`src/rtl/u2_pkg.sv`:
```
// Shared types and helpers for the U2 accumulator family.
// Holds the FSM state type, the default sizes and the saturating clamp.
package u2_pkg;

    localparam int NUM_DEF = 4;
    localparam int CNT_DEF = 4;

    typedef enum logic {ST_ACC, ST_OUT} acc_state_t;

    // Clamps a sign-extended value into the signed range of a 'width'-bit word.
    function automatic logic signed [31:0] sat_u2(input logic signed [31:0] value,
                                                  input int                 width);
        logic signed [31:0] hi;
        logic signed [31:0] lo;
        hi = (32'sd1 <<< (width - 1)) - 32'sd1;
        lo = -(32'sd1 <<< (width - 1));
        if (value > hi)
            return hi;
        else if (value < lo)
            return lo;
        else
            return value;
    endfunction

endpackage

```
`src/rtl/u2_sext_neg.sv`:
```
// Sign-extends a NUM-bit U2 operand to ACC_W bits and optionally negates it.
// Negation happens after the extension, so the most-negative input maps to an exact positive value.
module u2_sext_neg
    import u2_pkg::*;
#(
    parameter int NUM   = NUM_DEF,
    parameter int ACC_W = NUM + 3
) (
    input  logic [NUM-1:0]   i_arg,
    input  logic             i_sub,
    output logic [ACC_W-1:0] o_term
);

    logic [ACC_W-1:0] w_ext;

    assign w_ext  = {{(ACC_W - NUM){i_arg[NUM-1]}}, i_arg};
    assign o_term = i_sub ? -w_ext : w_ext;

endmodule

```
`src/rtl/u2_accumulator.sv`:
```
// Frame accumulator for U2 samples: sums CNT accepted samples and presents the total on a valid/ready port.
// Optional clamp of the frame sum to the NUM-bit signed range is enabled by defining U2_ACC_SAT_EN.
module u2_accumulator
    import u2_pkg::*;
#(
    parameter int NUM   = NUM_DEF,
    parameter int CNT   = CNT_DEF,
    parameter int ACC_W = NUM + 1 + $clog2(CNT)
) (
    input  logic             i_clk,
    input  logic             i_rstn,
    input  logic             i_valid,
    output logic             o_ready,
    input  logic [NUM-1:0]   i_arg,
    input  logic             i_sub,
    output logic             o_valid,
    input  logic             i_ready,
    output logic [ACC_W-1:0] o_sum,
    output logic             o_sat
);

    localparam int               CNT_W = $clog2(CNT);
    localparam logic [CNT_W-1:0] LAST  = CNT_W'(CNT - 1);

    acc_state_t              r_state;
    logic signed [ACC_W-1:0] r_acc;
    logic signed [ACC_W-1:0] r_sum;
    logic [CNT_W-1:0]        r_cnt;
    logic                    r_sat;

    logic signed [ACC_W-1:0] w_term;
    logic signed [ACC_W-1:0] w_next;
    logic signed [ACC_W-1:0] w_sum_out;
    logic                    w_sat_out;
    logic                    w_accept;

    u2_sext_neg #(
        .NUM   (NUM),
        .ACC_W (ACC_W)
    ) u_sext_neg (
        .i_arg  (i_arg),
        .i_sub  (i_sub),
        .o_term (w_term)
    );

    assign w_accept = i_valid && (r_state == ST_ACC);
    assign w_next   = r_acc + w_term;

`ifdef U2_ACC_SAT_EN
    logic signed [31:0] w_next_ext;
    logic signed [31:0] w_clamped;

    assign w_next_ext = 32'(w_next);
    assign w_clamped  = sat_u2(w_next_ext, NUM);
    assign w_sum_out  = w_clamped[ACC_W-1:0];
    assign w_sat_out  = (w_clamped != w_next_ext);
`else
    assign w_sum_out  = w_next;
    assign w_sat_out  = 1'b0;
`endif

    // NOTE: state is updated with non-blocking assignments so every register samples pre-edge values.
    always_ff @(posedge i_clk or negedge i_rstn) begin
        if (!i_rstn) begin
            r_state <= ST_ACC;
            r_acc   <= '0;
            r_cnt   <= '0;
            r_sum   <= '0;
            r_sat   <= 1'b0;
        end else begin
            case (r_state)
                ST_ACC: begin
                    if (w_accept) begin
                        if (r_cnt == LAST) begin
                            r_sum   <= w_sum_out;
                            r_sat   <= w_sat_out;
                            r_acc   <= '0;
                            r_cnt   <= '0;
                            r_state <= ST_OUT;
                        end else begin
                            r_acc <= w_next;
                            r_cnt <= r_cnt + CNT_W'(1);
                        end
                    end
                end
                ST_OUT: begin
                    if (i_ready)
                        r_state <= ST_ACC;
                end
            endcase
        end
    end

    // Handshake flags decode straight from the state register, so reset clears o_valid at once.
    assign o_ready = (r_state == ST_ACC);
    assign o_valid = (r_state == ST_OUT);
    assign o_sum   = r_sum;
    assign o_sat   = r_sat;

endmodule

```
`config.mk`:
```
export PLATFORM = sky130hd
export DESIGN_NAME = u2_accumulator
export DESIGN_NICKNAME = d
export VERILOG_FILES = /design/src/rtl/u2_pkg.sv /design/src/rtl/u2_sext_neg.sv /design/src/rtl/u2_accumulator.sv
export SDC_FILE = /design/constraint.sdc
export NUM_CORES = 1
export LEC_CHECK = 0
export CORE_ASPECT_RATIO = 1.1
export CORE_MARGIN = 3
export CORE_UTILIZATION = 50
export CTS_BUF_LIST = sky130_fd_sc_hd__clkbuf_8
export DETAILED_ROUTE_END_ITERATION = 16
export PLACE_DENSITY_LB_ADDON = 0.08
export SYNTH_ARGS = -nofsm -noshare
export SYNTH_HDL_FRONTEND = slang
export SYNTH_HIERARCHICAL = 1
export SYNTH_SLANG_ARGS = --single-unit
export TNS_END_PERCENT = 50
```
`constraint.sdc`:
```
create_clock -name i_clk -period 2.2 [get_ports i_clk]
set_input_delay 0.66 -clock i_clk [delete_from_list [all_inputs] [get_ports i_clk]]
set_output_delay 0.66 -clock i_clk [all_outputs]
set_load 0.01 [all_outputs]
```
[Word-level counts from Yosys, hierarchy flattened]
Cells that the tools add are included.
Word-level totals
  RAM bits: 0
  memory bits (read-only): 0
  logic and storage cells: 19
  bits in latches: 0
  memories: 0
  input bits: 9
  register bits after elaboration: 17
  output and inout bits: 10
Cells by class
  divide/modulo/power cells: 0
  reductions and logical operators: 3
  mux-type cells: 7
  add/subtract/negate cells: 3
  multipliers: 0
  order comparisons: 0
  bitwise operators: 1
  equality and inequality tests: 1
  shift-type cells: 0
Operator list (number)
  2-to-1 mux 7 bit: 2
  adder 7 bit: 1
  negator 7 bit: 1
  2-to-1 mux 1 bit: 3
  AND reduction 3 bit: 1
  adder 2 x 1 -> 2 bit, second input constant: 1
  equality test 2 bit, second input constant: 1
  2-to-1 mux 2 bit: 1
  one-hot mux 1 bit (2 select lines): 1
  AND reduction 2 bit: 1
  logical AND 1 bit: 1
  inverter 1 bit: 1

[Depth between registers and ports, before layout]
Gate-level depths: netlist of the first run.
  depth after elaboration: 4
  gate-level depth with buffers: 11
  mapped depth without buffers: 11

[Hierarchy]
The synthesis of the first run kept the hierarchy.
By module, submodules not included
  u2_accumulator: times used 1, cells an instance 85, sequential area each 425.4 um^2, area an instance 949.7 um^2
  u2_sext_neg: times used 1, cells an instance 16, sequential area each 0.0 um^2, area an instance 111.4 um^2

[Worst setup path after synthesis of the first run]
No wires, ideal clock.
  path kind: in2reg
  start: input i_arg[0]
  end: register r_acc[6]
  setup slack: -362 ps
  arrival time: 2436 ps
  data required time: 2074 ps
  cell stages on the path: 10
  path buffers: 0
  setup time: 126 ps
  cells stage by stage: inv_1 > ha_1 > nand2b_1 > xnor2_1 > ha_1 > nor2b_4 > o311a_4 > a211oi_4 > nor4_1 > a221o_1
On the way
  word-level cells in the longest chain between the ends: 4
RTL lines
  start: declaration: line u2_accumulator.sv:14  | input logic [NUM-1:0] i_arg,
  negator 7 bit: line u2_sext_neg.sv:17  | assign o_term = i_sub ? -w_ext : w_ext;
  2-to-1 mux 7 bit: line u2_sext_neg.sv:17
  net w_term[2]: line u2_accumulator.sv:31  | logic signed [ACC_W-1:0] w_term;
  adder 7 bit: line u2_accumulator.sv:47  | assign w_next = r_acc + w_term;
  2-to-1 mux 7 bit: line u2_accumulator.sv:74  | if (r_cnt == LAST) begin
  end signal: assignment: line u2_accumulator.sv:81  | r_acc <= w_next;
  end: declaration: line u2_accumulator.sv:26  | logic signed [ACC_W-1:0] r_acc;
The timed path passes the listed nets, and every way through them passes these cells.
A chain may end at the register's enable or synchronous reset.

[Worst setup path in the final report of the first run]
  start: input i_arg[1]
  end: register r_acc[6]
The elaborated chain is that of the path after synthesis.

==> results of run 1 <==
## cells by family (layout without fill, tap and decap cells)
group,count (synthesis),in the layout,synth area share
other cells,1,1,0.003534
flops,17,17,0.4009
buf+inv,13,53,0.05661
fa+ha+maj,9,9,0.1132
mux,6,6,0.06367
simple gates,24,24,0.1215
compound gates,25,25,0.1910
xor+xnor,6,6,0.04953
## layout make-up
cell class	count	share of cell area
timing repair buffer	41	0.2189
multi-input combinational	71	0.4460
clock inverter	1	0.002249
tap	27	0.02024
sequential	17	0.2549
clock buffer	3	0.02474
inverter	8	0.03298
## layer usage
metal,vias up,part of all wire,track usage
met5,-,0,0
met3,7,0.033,0.04905
met1,445,0.41,0.2721
met2,20,0.54,0.4185
li1,433,-,-
met4,0,0.014,0.06912
## synthesized netlist by cell type, types with 2 or more instances
master / n
dfrtp_1: 17
mux2_2: 5
buf_4: 3
clkbuf_1: 2
nor2_1: 2
nand2_1: 10
o21ai_1: 2
nand2b_1: 4
o21ai_0: 7
o31ai_1: 3
inv_1: 8
nor2b_1: 2
a221o_1: 2
ha_1: 8
xnor2_1: 5
a22o_1: 3
## how the worst max path moves through the flow
stage	cells past startpoint	end	start
final	10	r_acc[6]	i_arg[1]
after CTS	10	r_acc[6]	i_arg[1]
after detailed placement	12	r_acc[6]	i_arg[0]
after global routing	10	r_acc[6]	i_arg[1]
after floorplan	10	r_acc[6]	i_arg[0]
after global placement	12	r_acc[6]	i_arg[0]
## timing repair
item | in CTS | in global routing
hold endpoints to repair | 0 | 0
pin swaps | 14 | 16
buffers inserted | 4 | 3
gates resized for setup | 33 | 17
endpoints found under the setup margin | 12 | 9
## metrics by stage
stage | total power [mW] | util | hold slack [ns] | area, µm² | std cells
floorplan | 1.200 | - | 0.3644 | 1120 | 101
global placement | 1.598 | 0.7513 | 0.4693 | 1429 | 158
detailed placement | 1.645 | 0.7513 | 0.4892 | 1429 | 158
CTS | 1.994 | 0.8388 | 0.5026 | 1595 | 166
global route | 2.299 | 0.8776 | 0.5325 | 1669 | 168
finish | 2.152 | 0.8776 | 0.5095 | 1669 | 168
## registers in the layout (all words and copies together) (netlist names)
name and count:
r_cnt 2, o_valid 1, r_acc 7, o_sum 7
## layout by cell type, fill, tap and decap left out, types with 2 or more instances in the layout
cell and instances:
o21ai_0 3, clkbuf_2 2, o31ai_4 2, nand2_1 9, ha_1 5, mux2_2 4, xnor2_1 2, nor2b_4 2
clkdlybuf4s50_1 12, xnor2_2 3, a22o_1 3, buf_4 21, buf_6 3, o21ai_4 2, inv_1 7, clkbuf_8 3
a221o_1 2, o31ai_1 2, ha_4 3, dfrtp_1 17, nand2b_1 3, o21ai_1 3
## critical path, cell delays in order
cell and delay [ns]:
buf_8 0.10, buf_6 0.11, o31ai_4 0.24, o21ai_1 0.09, ha_1 0.33, nor2b_4 0.15
a221o_1 0.34, a211oi_4 0.29, nor4_2 0.08, a221o_1 0.26
## power by group
part	total, mW	internal, mW	switching (mW)
clock	0.226	0.124	0.102
combinational	1.35	0.732	0.620
sequential	0.574	0.467	0.107
==> out/qor.csv, run 1 <==
stage,metric,value,unit
grt,vias in the first global route,906,
critical_path,CP Max Fanout,3,
die,Initial Utilization,0.5579,
outcome,outcome,"complete, but fails checks",
synthesis,Mapped Avg Cell Area,10.51,µm²
timing,Fmax,398.0,MHz
grt,largest net degree at the start of global routing,18,
critical_path,Worst Path Required,2.34,ns
cts,CTS tree,done,
critical_path,reg-to-reg endpoint,r_acc[6],
cts,"Clk Latency, worst-skew pair",0.25,ns
die,Core ar.,1902,µm²
final_layout,Layout area overhead,57.31,%
min_path,hold_sp,o_sum[3],
synthesis,cell count after synthesis,101,
die,row count,16,
synthesis,post-synth top area share,0.4009,
timing,final hold violation count,0,
synthesis,post-synthesis sequential area ratio,0.4009,
final_layout,nets,160,
timing,setup violators final,6,
final_layout,fillcell total,90,
synthesis,"EDFF count, synth",0,
power_and_ir_drop,Power Density,1290,nW/µm²
cts,CTS sink cnt,17,
place,HPWL Detailed,1787,µm
timing,Final period util,1.142,
synthesis,ys flop type,dfrtp_1,
synthesis,synthesized flop and latch total,17,
cts,cts hold-fix bufs,0,
detailed_routing,post-DR vias/cell,5.387,
cts,maximum root-to-sink buffer count,2,
critical_path,Crit Path Class,primary input to flop,
detailed_routing,WL final,2790,µm
synthesis,Area contributors post-synth,"dfrtp_1 40%, ha_1 9.4%, mux2_2 5.3%",
final_layout,Storage cell area,425.4,µm²
critical_path,Critical Path Sink Type,flop,
timing,TNS Setup,-0.9781,ns
final_layout,share of layout cells above drive strength 1,0.4397,
synthesis,Netlist cell types,34,
detailed_routing,vias,905,
synthesis,post-synthesis net count,119,
place,count of buffers from port buffering,17,
timing,Slew Limit Fails,0,
grt,first-pass GRT wire length,4436,µm
grt,total track usage,0.2285,
timing,unrepaired setup endpoints after global routing,yes,
critical_path,worst reg2reg setup slack,0.18,ns
die,Die Span X,49.92,µm
critical_path,crit path launch type,primary input,
min_path,Worst Hold End,o_sum[3],
cts,Clk Tree Root Cell,clkbuf_8,
grt,initial antenna violation count,0,
cts,clock-pin slew on the worst setup and hold paths,0.06,ns
detailed_routing,DRT iter0 DRCs,18,
critical_path,Critical R2R Launch,r_acc[0],
final_layout,multi-input logic area,744.5,µm²
timing,clk_skew,0.002081,ns
final_layout,n_diodes,0,
power_and_ir_drop,Leak,0.7578,nW
critical_path,Reg2Reg Depth,8,
die,full die area,2711,µm²
cts,CTS buffer count,3,
detailed_routing,Detailed Routing Iterations Pass 1,4,
detailed_routing,Wirelength per Cell,16.61,µm
timing,fin crit period,2.513,ns
place,pre-CTS WS,-1.097,ns
critical_path,"Arr. time, crit path",2.65,ns
detailed_routing,ANT nets after route,0,
min_path,hold path depth,1,
synthesis,leading area contributor after synthesis,dfrtp_1,
grt,gr ovfl total,0,
detailed_routing,DRC,0,
synthesis,Ys Warns,6,
flow_run,maxcap violations,0,
place,Final GP Congestion,0.7930,
outcome,violated checks,setup timing,
min_path,Hold Path Class,flop to flop,
cts,H-tree lvl count,1,
timing,setup slack after layout,-0.3128,ns
synthesis,synthesized area,1061,µm²
synthesis,Post-synth ARST share,1.000,
power_and_ir_drop,VDD IR max,1.170,mV
die,chip height,54.32,µm
die,# IOs,19,
(Power assumes the default switching activity.)
==> inputs of run 2 (changes only) <==
Settings changed: CELL_PAD_IN_SITES_DETAIL_PLACEMENT set to 1, CELL_PAD_IN_SITES_GLOBAL_PLACEMENT set to 1, CORE_UTILIZATION 50 to 42.
==> out/qor.csv, run 2 (synthesis gave the netlist of run 1 again) <==
stage,metric,value,unit
timing,fin crit period,2.576,ns
cts,CTS buffer count,3,
power_and_ir_drop,Clock power frac,0.106,
die,chip height,58.72,µm
detailed_routing,DRC,0,
cts,CTS sink cnt,17,
grt,gr ovfl total,0,
critical_path,critical path cell sequence,buf_12 -> buf_12 -> o31ai_4 -> o21ai_2 -> ha_1 -> nor2b_4 -> a221o_1 -> a211oi_4 -> nor4_2 -> a221o_1,
final_layout,final instance area,1645,µm²
power_and_ir_drop,VDD IR max,1.091,mV
place,post-placement cell area,1418,µm²
critical_path,Critical R2R Launch,r_acc[0],
detailed_routing,Detailed Routing Iterations Pass 1,4,
timing,Fmax,388.2,MHz
grt,initial antenna violation count,0,
outcome,violated checks,setup timing,
critical_path,reg-to-reg endpoint,r_acc[6],
critical_path,Critical Path Sink Type,flop,
min_path,Hold Path Class,flop to flop,
timing,Final period util,1.171,
final_layout,nets,157,
timing,setup slack after layout,-0.3761,ns
place,Final GP Congestion,0.8451,
die,Initial Utilization,0.4574,
final_layout,n_diodes,0,
place,HPWL Detailed,2058,µm
power_and_ir_drop,Power Density,1351,nW/µm²
die,full die area,3166,µm²
power_and_ir_drop,Comb power frac,0.632,
final_layout,"most common cell after layout, fill and taps aside",buf_4,
detailed_routing,ANT nets after route,0,
critical_path,critical path's top delay family,compound AO/OA/AOI/OAI gates,
critical_path,"Arr. time, crit path",2.72,ns
cts,"Clk Latency, worst-skew pair",0.26,ns
final_layout,Layout Utilization,0.7093,
timing,worst hold slack,0.5027,ns
detailed_routing,DRT iter0 DRCs,13,
critical_path,worst reg2reg setup slack,0.12,ns
min_path,Worst Hold End,o_sum[6],
min_path,hold path depth,2,
power_and_ir_drop,P_int,1.341,mW
place,count of buffers from port buffering,17,
cts,maximum root-to-sink buffer count,2,
cts,clock-pin slew on the worst setup and hold paths,0.07,ns
power_and_ir_drop,Sw Share,0.3965,
detailed_routing,WL final,3447,µm
cts,CTS tree,done,
outcome,outcome,"complete, but fails checks",
critical_path,crit path launch type,primary input,
critical_path,Crit Path Class,primary input to flop,
flow_run,maxcap violations,0,
final_layout,share of layout cells above drive strength 1,0.4493,
critical_path,Crit path largest cell delay,0.36,ns
power_and_ir_drop,post-route total power,2.222,mW
grt,total track usage,0.2009,
timing,TNS Setup,-1.051,ns
critical_path,Reg2Reg Depth,8,
grt,vias in the first global route,937,
timing,final hold violation count,0,
final_layout,Layout area overhead,55.07,%
die,# IOs,19,
power_and_ir_drop,Net Sw Power,0.8812,mW
critical_path,Worst Path Required,2.34,ns
timing,clk_skew,0.0008133,ns
timing,unrepaired setup endpoints after global routing,yes,
power_and_ir_drop,sequential power share,0.262,
grt,largest net degree at the start of global routing,18,
critical_path,Worst path slowest cell,a221o_1,
timing,setup violators final,6,
critical_path,Worst Path Buf+Inv,2,
detailed_routing,post-DR vias/cell,5.440,
power_and_ir_drop,Leak,0.7451,nW
cts,H-tree lvl count,1,
die,Die Span X,53.92,µm
timing,Slew Limit Fails,0,
die,Core ar.,2320,µm²
critical_path,CP Max Fanout,3,
detailed_routing,vias,914,
cts,Clk Tree Root Cell,clkbuf_8,
detailed_routing,Wirelength per Cell,20.52,µm
die,row count,18,
grt,first-pass GRT wire length,4422,µm
min_path,hold_sp,o_sum[6],
final_layout,fillcell total,231,
final_layout,"commonest cells after routing, fill and taps aside","18 x buf_4, 17 x dfrtp_1, 12 x clkdlybuf4s50_1",
==> run 2: per-stage QoR <==
stage          setup WS, ns  cells
2_1_floorplan       -0.2708    101
3_3_place_gp        -0.9686    159
3_5_place_dp         -1.053    159
4_1_cts             -0.4112    166
5_1_grt             -0.4245    168
6_report            -0.3761    168
==> run 2: worst reg2reg max path, cell delays in order (launching register included) <==
cell and delay (ns):
dfrtp_1 0.40, ha_1 0.22, inv_1 0.08, fa_2 0.24
nor2b_4 0.07, o311a_4 0.37, a211oi_4 0.24, nor4_2 0.08
a221o_1 0.27
==> run 2: what timing repair did <==
item / in CTS / in global routing
hold buffers: 0 / 0
setup endpoints to repair: 12 / 8
gates resized for setup: 28 / 25
setup buffers: 4 / 3
pin swaps: 18 / 11
==> run 2: final cells by class <==
| cell class | instances | area [µm²] | share of cell area |
|---|---|---|---|
| clock inverter | 1 | 3.754 | 0.002281 |
| inverter | 8 | 50.05 | 0.03042 |
| multi-input combinational | 71 | 739.5 | 0.4494 |
| tap | 30 | 37.54 | 0.02281 |
| clock buffer | 3 | 41.29 | 0.02510 |
| timing repair buffer | 38 | 347.8 | 0.2114 |
| sequential | 17 | 425.4 | 0.2586 |
==> run 2: layer usage <==
| layer | GRT usage | wire, µm | vias up |
|---|---|---|---|
| li1 | - | - | 422 |
| met1 | 0.2328 | 1295 | 450 |
| met2 | 0.3460 | 1882 | 28 |
| met3 | 0.03797 | 130 | 14 |
| met4 | 0.09854 | 138 | 0 |
| met5 | 0 | 0 | - |
==> run 2: how the worst max path moves through the flow <==
stage,startpoint,to,slack (ns),cells after the start
2_1_floorplan,i_arg[0],r_acc[6],-0.27,10
3_3_place_gp,i_arg[1],r_acc[6],-0.97,11
3_5_place_dp,i_arg[1],r_acc[6],-1.05,12
4_1_cts,i_arg[0],r_acc[6],-0.41,12
5_1_grt,i_arg[0],r_acc[6],-0.42,10
6_report,i_arg[0],r_acc[6],-0.38,10
==> run 2: power groups by stage <==
| stage | Sequential [mW] | Clock (mW) | Combinational, mW |
|---|---|---|---|
| 3_5_place_dp | 0.564 | 0 | 1.10 |
| 5_1_grt | 0.601 | 0.254 | 1.49 |
| 3_3_place_gp | 0.555 | 0 | 1.04 |
| 2_1_floorplan | 0.578 | 0 | 0.622 |
| 6_report | 0.581 | 0.236 | 1.41 |
| 4_1_cts | 0.563 | 0.237 | 1.17 |
